**src/rtl/fp16_pkg.sv**
```systemverilog
// Shared FP16 definitions for the round-robin FP16 adder scheduler:
// operand width, FSM state encoding and a few FP16 constants.
package fp16_pkg;

   localparam int FP16_W = 16;

   typedef enum logic [1:0] {
      IDLE  = 2'd0,
      ISSUE = 2'd1,
      RESP  = 2'd2
   } state_e;

   localparam logic [FP16_W-1:0] FP16_ZERO = 16'h0000;
   localparam logic [FP16_W-1:0] FP16_ONE  = 16'h3C00;

endpackage

```
**src/rtl/fpadd_rr_sched_if.sv**
```systemverilog
// Request/response bundle between NUM_REQ requesters and fpadd_rr_sched.
// Operands and tags are packed per requester, requester i in the i-th slice.
interface fpadd_rr_sched_if #(
   parameter int NUM_REQ = 4,
   parameter int TAG_W   = 4
);
   import fp16_pkg::*;

   localparam int ID_W = $clog2(NUM_REQ);

   logic [NUM_REQ-1:0]        req_valid;
   logic [NUM_REQ-1:0]        req_ready;
   logic [NUM_REQ*FP16_W-1:0] req_a;
   logic [NUM_REQ*FP16_W-1:0] req_b;
   logic [NUM_REQ*TAG_W-1:0]  req_tag;
   logic                      rsp_valid;
   logic                      rsp_ready;
   logic [ID_W-1:0]           rsp_id;
   logic [FP16_W-1:0]         rsp_result;
   logic [TAG_W-1:0]          rsp_tag;

   modport master (
      output req_valid, req_a, req_b, req_tag, rsp_ready,
      input  req_ready, rsp_valid, rsp_id, rsp_result, rsp_tag
   );

   modport slave (
      input  req_valid, req_a, req_b, req_tag, rsp_ready,
      output req_ready, rsp_valid, rsp_id, rsp_result, rsp_tag
   );

endinterface

```
**src/rtl/floatadd.sv**
```systemverilog
// Combinational FP16 adder: round-to-nearest-even, subnormal inputs and
// outputs, overflow to infinity, Inf/NaN operands passed through.
module floatadd (
   input  logic [15:0] a,
   input  logic [15:0] b,
   output logic [15:0] sum
);
   logic [15:0] big, sml;
   logic [4:0]  big_e, sml_e, ediff;
   logic [13:0] big_m, sml_m, sml_sh, mask, norm;
   logic [14:0] acc;
   logic [5:0]  exp_w;
   logic [11:0] mant_r;
   logic        rnd;

   always_comb begin
      big    = (b[14:0] > a[14:0]) ? b : a;
      sml    = (b[14:0] > a[14:0]) ? a : b;
      big_e  = (big[14:10] == 5'd0) ? 5'd1 : big[14:10];
      sml_e  = (sml[14:10] == 5'd0) ? 5'd1 : sml[14:10];
      big_m  = {big[14:10] != 5'd0, big[9:0], 3'b000};
      sml_m  = {sml[14:10] != 5'd0, sml[9:0], 3'b000};
      ediff  = big_e - sml_e;
      mask   = (14'd1 << ediff) - 14'd1;
      sml_sh = sml_m >> ediff;
      // Bits shifted out of the smaller operand collapse into a sticky bit.
      sml_sh[0] = sml_sh[0] | (|(sml_m & mask));
      if (big[15] == sml[15]) acc = {1'b0, big_m} + {1'b0, sml_sh};
      else                    acc = {1'b0, big_m} - {1'b0, sml_sh};
      exp_w = {1'b0, big_e};
      if (acc[14]) begin
         norm  = {acc[14:2], acc[1] | acc[0]};
         exp_w = exp_w + 6'd1;
      end else begin
         norm = acc[13:0];
         for (int i = 0; i < 13; i++) begin
            if (!norm[13] && exp_w > 6'd1) begin
               norm  = norm << 1;
               exp_w = exp_w - 6'd1;
            end
         end
      end
      rnd    = norm[2] & (norm[3] | norm[1] | norm[0]);
      mant_r = {1'b0, norm[13:3]} + {11'd0, rnd};
      if (mant_r[11]) begin
         mant_r = mant_r >> 1;
         exp_w  = exp_w + 6'd1;
      end
      if (big[14:10] == 5'h1F)  sum = big;
      else if (acc == 15'd0)    sum = 16'h0000;
      else if (exp_w >= 6'd31)  sum = {big[15], 5'h1F, 10'h000};
      else                      sum = {big[15], mant_r[10] ? exp_w[4:0] : 5'd0, mant_r[9:0]};
   end

endmodule

```
**src/rtl/fpadd_rr_pick.sv**
```systemverilog
// Combinational round-robin picker: first set request at or above ptr,
// wrapping modulo NUM_REQ.
module fpadd_rr_pick #(
   parameter int NUM_REQ = 4,
   parameter int ID_W    = $clog2(NUM_REQ)
) (
   input  logic [NUM_REQ-1:0] req,
   input  logic [ID_W-1:0]    ptr,
   output logic [NUM_REQ-1:0] grant,
   output logic [ID_W-1:0]    idx,
   output logic               any
);
   always_comb begin
      any   = 1'b0;
      idx   = '0;
      grant = '0;
      for (int k = 0; k < NUM_REQ; k++) begin
         int cand;
         cand = int'(ptr) + k;
         if (cand >= NUM_REQ) cand = cand - NUM_REQ;
         if (!any && req[cand]) begin
            any = 1'b1;
            idx = ID_W'(cand);
         end
      end
      if (any) grant = NUM_REQ'(1) << idx;
   end

endmodule

```
**src/rtl/fpadd_rr_sched.sv**
```systemverilog
// Round-robin scheduler sharing one floatadd among NUM_REQ requesters.
// Define FPADD_RR_SCHED_STATS_EN to add saturating per-requester grant counters.
module fpadd_rr_sched
   import fp16_pkg::*;
#(
   parameter int NUM_REQ = 4,
   parameter int TAG_W   = 4
) (
   input  logic                    clk,
   input  logic                    rst_n,
   fpadd_rr_sched_if.slave         bus,
   output logic                    busy
`ifdef FPADD_RR_SCHED_STATS_EN
   ,
   output logic [NUM_REQ*16-1:0]   grant_cnt
`endif
);
   localparam int ID_W = $clog2(NUM_REQ);

   state_e              state_q, state_d;
   logic [ID_W-1:0]     rr_ptr_q, rr_ptr_d, op_id_q, op_id_d, rsp_id_q, rsp_id_d;
   logic [FP16_W-1:0]   op_a_q, op_a_d, op_b_q, op_b_d, rsp_result_q, rsp_result_d, sum;
   logic [TAG_W-1:0]    op_tag_q, op_tag_d, rsp_tag_q, rsp_tag_d;
   logic                rsp_valid_q, rsp_valid_d;
   logic [NUM_REQ-1:0]  pick_grant;
   logic [ID_W-1:0]     pick_idx;
   logic                pick_any, can_grant, take;

   fpadd_rr_pick #(.NUM_REQ(NUM_REQ), .ID_W(ID_W)) u_pick (
      .req   (bus.req_valid),
      .ptr   (rr_ptr_q),
      .grant (pick_grant),
      .idx   (pick_idx),
      .any   (pick_any)
   );

   floatadd u_floatadd (
      .a   (op_a_q),
      .b   (op_b_q),
      .sum (sum)
   );

   // A new grant may overlap the cycle in which the previous response leaves.
   assign can_grant     = (state_q == IDLE) || (state_q == RESP && bus.rsp_ready);
   assign take          = can_grant && pick_any;
   assign bus.req_ready = can_grant ? pick_grant : '0;

   always_comb begin
      state_d      = state_q;
      rr_ptr_d     = rr_ptr_q;
      op_a_d       = op_a_q;
      op_b_d       = op_b_q;
      op_tag_d     = op_tag_q;
      op_id_d      = op_id_q;
      rsp_valid_d  = rsp_valid_q;
      rsp_result_d = rsp_result_q;
      rsp_tag_d    = rsp_tag_q;
      rsp_id_d     = rsp_id_q;
      case (state_q)
         IDLE:    if (pick_any) state_d = ISSUE;
         ISSUE: begin
            rsp_result_d = sum;
            rsp_tag_d    = op_tag_q;
            rsp_id_d     = op_id_q;
            rsp_valid_d  = 1'b1;
            state_d      = RESP;
         end
         RESP: begin
            if (bus.rsp_ready) begin
               rsp_valid_d = 1'b0;
               state_d     = pick_any ? ISSUE : IDLE;
            end
         end
         default: state_d = IDLE;
      endcase
      if (take) begin
         op_a_d   = bus.req_a[pick_idx*FP16_W +: FP16_W];
         op_b_d   = bus.req_b[pick_idx*FP16_W +: FP16_W];
         op_tag_d = bus.req_tag[pick_idx*TAG_W +: TAG_W];
         op_id_d  = pick_idx;
         rr_ptr_d = (pick_idx == ID_W'(NUM_REQ-1)) ? '0 : pick_idx + 1'b1;
      end
   end

   always_ff @(posedge clk) begin
      if (!rst_n) begin
         state_q      <= IDLE;
         rr_ptr_q     <= '0;
         op_a_q       <= FP16_ZERO;
         op_b_q       <= FP16_ZERO;
         op_tag_q     <= '0;
         op_id_q      <= '0;
         rsp_valid_q  <= 1'b0;
         rsp_result_q <= FP16_ZERO;
         rsp_tag_q    <= '0;
         rsp_id_q     <= '0;
      end else begin
         state_q      <= state_d;
         rr_ptr_q     <= rr_ptr_d;
         op_a_q       <= op_a_d;
         op_b_q       <= op_b_d;
         op_tag_q     <= op_tag_d;
         op_id_q      <= op_id_d;
         rsp_valid_q  <= rsp_valid_d;
         rsp_result_q <= rsp_result_d;
         rsp_tag_q    <= rsp_tag_d;
         rsp_id_q     <= rsp_id_d;
      end
   end

   assign bus.rsp_valid  = rsp_valid_q;
   assign bus.rsp_result = rsp_result_q;
   assign bus.rsp_tag    = rsp_tag_q;
   assign bus.rsp_id     = rsp_id_q;
   assign busy           = (state_q != IDLE);

`ifdef FPADD_RR_SCHED_STATS_EN
   logic [NUM_REQ*16-1:0] grant_cnt_q, grant_cnt_d;

   always_comb begin
      grant_cnt_d = grant_cnt_q;
      for (int i = 0; i < NUM_REQ; i++) begin
         if (take && pick_grant[i] && grant_cnt_q[i*16 +: 16] != 16'hFFFF)
            grant_cnt_d[i*16 +: 16] = grant_cnt_q[i*16 +: 16] + 16'd1;
      end
   end

   always_ff @(posedge clk) begin
      if (!rst_n) grant_cnt_q <= '0;
      else        grant_cnt_q <= grant_cnt_d;
   end

   assign grant_cnt = grant_cnt_q;
`endif

endmodule

```
**src/flat_wrapper.sv**
```systemverilog
// flat-port wrapper written by rule: the top's interface ports become plain ports
module fpadd_rr_sched_flat import fp16_pkg::*;
#(
   parameter int NUM_REQ = 4,
   parameter int TAG_W   = 4
)
  (clk, rst_n, busy, bus_req_valid, bus_req_a, bus_req_b, bus_req_tag, bus_rsp_ready, bus_req_ready, bus_rsp_valid, bus_rsp_id, bus_rsp_result, bus_rsp_tag);
  fpadd_rr_sched_if #(.NUM_REQ(NUM_REQ), .TAG_W(TAG_W)) bus_i ();
  input  logic clk;
  input  logic rst_n;
  output logic busy;
  input wire logic [$bits(bus_i.req_valid)-1:0] bus_req_valid;
  input wire logic [$bits(bus_i.req_a)-1:0] bus_req_a;
  input wire logic [$bits(bus_i.req_b)-1:0] bus_req_b;
  input wire logic [$bits(bus_i.req_tag)-1:0] bus_req_tag;
  input wire logic [$bits(bus_i.rsp_ready)-1:0] bus_rsp_ready;
  output wire logic [$bits(bus_i.req_ready)-1:0] bus_req_ready;
  output wire logic [$bits(bus_i.rsp_valid)-1:0] bus_rsp_valid;
  output wire logic [$bits(bus_i.rsp_id)-1:0] bus_rsp_id;
  output wire logic [$bits(bus_i.rsp_result)-1:0] bus_rsp_result;
  output wire logic [$bits(bus_i.rsp_tag)-1:0] bus_rsp_tag;
  assign bus_i.req_valid = bus_req_valid;
  assign bus_i.req_a = bus_req_a;
  assign bus_i.req_b = bus_req_b;
  assign bus_i.req_tag = bus_req_tag;
  assign bus_i.rsp_ready = bus_rsp_ready;
  assign bus_req_ready = bus_i.req_ready;
  assign bus_rsp_valid = bus_i.rsp_valid;
  assign bus_rsp_id = bus_i.rsp_id;
  assign bus_rsp_result = bus_i.rsp_result;
  assign bus_rsp_tag = bus_i.rsp_tag;
  fpadd_rr_sched #(.NUM_REQ(NUM_REQ), .TAG_W(TAG_W)) u_core (.clk(clk), .rst_n(rst_n), .bus(bus_i), .busy(busy));
endmodule
```
**config.mk**
```make
export PLATFORM = sky130hd
export DESIGN_NAME = fpadd_rr_sched_flat
export DESIGN_NICKNAME = d
export VERILOG_FILES = /design/src/rtl/fp16_pkg.sv /design/src/rtl/fpadd_rr_sched_if.sv /design/src/rtl/floatadd.sv /design/src/rtl/fpadd_rr_pick.sv /design/src/rtl/fpadd_rr_sched.sv /design/src/flat_wrapper.sv
export SDC_FILE = /design/constraint.sdc
export NUM_CORES = 1
export LEC_CHECK = 0
export CAP_MARGIN = 20
export CORE_ASPECT_RATIO = 0.9
export CORE_MARGIN = 2
export CORE_UTILIZATION = 40
export CTS_CLUSTER_SIZE = 10
export DETAILED_ROUTE_END_ITERATION = 8
export PLACE_DENSITY = 0.57
export REMOVE_ABC_BUFFERS = 1
export SYNTH_ARGS = -nofsm -noshare
export SYNTH_HDL_FRONTEND = slang
export SYNTH_SLANG_ARGS = --single-unit
```
**constraint.sdc**
```tcl
create_clock -name clk -period 87.8 [get_ports clk]
set_input_delay 21.95 -clock clk [delete_from_list [all_inputs] [get_ports clk]]
set_output_delay 21.95 -clock clk [all_outputs]
set_load 0.02 [all_outputs]
```
==> out/metrics.yaml <==
finish:
  area_growth_pct: 16.7
  n_antenna_cell: 0
  drive_above_1_share_pct: 9.32
  final_net_count: 2445
timing:
  fin_crit_ps: 47100
  hold_violations: 0
  grt_setup_unrepaired: "no"
  slew_violations: 0
  finalSetupViolCount: 0
  tightest_slew_ps: 981
  max_freq_mhz: 21.2
  hold_ws_ps: 457
  finClkSkew_ps: 6.01
  slew-limit-headroom_pct: 34.6
  fin_tns_setup_ps: 0
  finalCritPeriodShare_pct: 53.6
synthesis:
  synth_top_cell_by_area: "dfxtp_1"
  ys_warn_count: 0
  synth.distinct_cells: 130
  ys_ff_latch: 65
  synth_area_per_cell_um2: 6.84
  synth_top_area_share_pct: 8.96
  synth.top_cells.by_area: "dfxtp_1 (9.0%), nand2_1 (8.3%), mux2i_1 (7.7%)"
  synth_cells: 2123
  synthArstFlopShare_pct: 0
  seq_area_frac_synth_pct: 8.96
  netlist_area_mm2: 0.0145
  yosysMostFrequentCell: "nand2_1"
  ys.flop_type: "dfxtp_1"
  synth-edff-count: 0
  synthTopCellsByCount: "nand2_1 (321), nor2_1 (228), a21oi_1 (184)"
detailed_routing:
  viasPerCell: 6.03
  antenna_left: 0
  drt-total-wl_mm: 47.6
  route.detailed.drc: 0
  first_pass_iters: 5
  wire_per_inst_um: 17.6
  dr_total_vias: 16300
  first_iter_violations: 1262
clock_network:
  insertion_delay_ps: 340
  cts_buffer_depth: 2
  cts_tree: "built"
  numCtsBuffers: 9
  clockRootBuffer: "clkbuf_16"
  cts.sinks: 65
  cts_hold_buf: 0
  h-tree-depth: 3
  clk_pin_slew_ps: 60
  cts_resized: 0
  postCtsSetupRepairBufs: 0
global_route:
  grt_pass1_wl_mm: 77.4
  grt_overflow: 0
  antenna_found_initial: 0
  grt_max_degree: 81
  first_global_vias: 14900
  grt_use_total_pct: 24.6
floorplan:
  die-area_mm2: 0.0378
  die_width_um: 205
  core_mm2: 0.0359
  die_h_um: 185
  io_pins: 179
  rows: 66
  start_util_pct: 40.4
worst_setup_path:
  cp.arrival_ps: 25150
  crit_fanout: 42
  critPathKind: "in2out"
  crit_required_ps: 65850
  crit_path_end_kind: "primary output"
  critPathLaunchType: "input pin"
  r2r_slack_ps: 54360
place:
  dp_hpwl_mm: 38.1
  gp_congestion: 0.913
  portBuffers: 178
worst_hold_path:
  worstHoldPathType: "reg2reg"
job:
  drv_cap: 0
run_status:
  status: "completed"
layer usage:
layer	wire length (µm)	track usage, %	vias up
met1	22400	33.6	7683
met4	1230	6.93	0
li1	-	-	8074
met2	21400	40.3	438
met5	0	0	-
met3	2500	3.11	72
logic make-up after synthesis:
logic type	after synthesis	synth area share, %
muxes	164	12.3
and+or+nand+nor	878	28.8
buffers and inverters	203	5.67
xor gates and xnor gates	56	3.59
DFF	65	8.96
adders and majority gates	77	6.74
AOI/OAI and AO/OA	680	34.0
layout by cell type (no fill, tap or decap), drive strengths merged, types with 51 or more instances in the layout:
| cell type | synthesis | final |
|---|---|---|
| a21oi | 193 | 193 |
| and3 | 62 | 62 |
| clkdlybuf4s50 | 0 | 178 |
| dfxtp | 65 | 65 |
| ha | 75 | 75 |
| inv | 82 | 83 |
| mux2i | 116 | 116 |
| nand2 | 325 | 325 |
| nand3 | 51 | 51 |
| nor2 | 230 | 230 |
| o21ai | 115 | 115 |
worst paths after layout:
path | startpoint | to | depth (start not counted)
max reg2reg | u_core.op_a_q[14] | u_core.bus.rsp_result[9] | 117
min reg2reg | u_core.op_tag_q[1] | u_core.bus.rsp_tag[1] | 2
min | u_core.op_tag_q[1] | u_core.bus.rsp_tag[1] | 2
max | bus_req_valid[0] | bus_req_ready[3] | 10
sequential cells by signal, indices dropped and copies added (netlist names):
name / flops
u_core.bus.rsp_id: 2
u_core.bus.rsp_result: 16
u_core.bus.rsp_tag: 4
u_core.bus.rsp_valid: 1
u_core.op_a_q: 16
u_core.op_b_q: 16
u_core.op_id_q: 2
u_core.op_tag_q: 4
u_core.rr_ptr_q: 2
u_core.state_q: 2
final cells by class:
cell class              count  area (µm²)
clock buffers              10         239
clock inverters             6        90.1
fillers                  3699       19000
inverters                  82         308
multi-input cells        1855       12400
flip-flops and latches     65        1300
well taps                 476         596
repair buffers            204        1980
stage by stage:
step                      std cells  area [µm²]  setup WS, ps  util, %
after floorplan                2002       14000         36640        -
after global placement         2680       16600         40730     46.2
after detailed placement       2681       16600         40680     46.2
after CTS                      2697       16900         40670     47.1
after global routing           2698       16900         40430     47.2
final                          2698       16900         40700     47.2
critical path: stages:
cell and delay, ps:
clkdlybuf4s50_1 500, mux2i_1 180, nor2_1 50, or3_2 560, inv_2 520, buf_4 420
ha_1 220, inv_1 40, nor2_1 90, clkdlybuf4s50_1 610
Power is not shown: default switching activity piles up to over one toggle a cycle in this logic, so the estimate is an artifact.
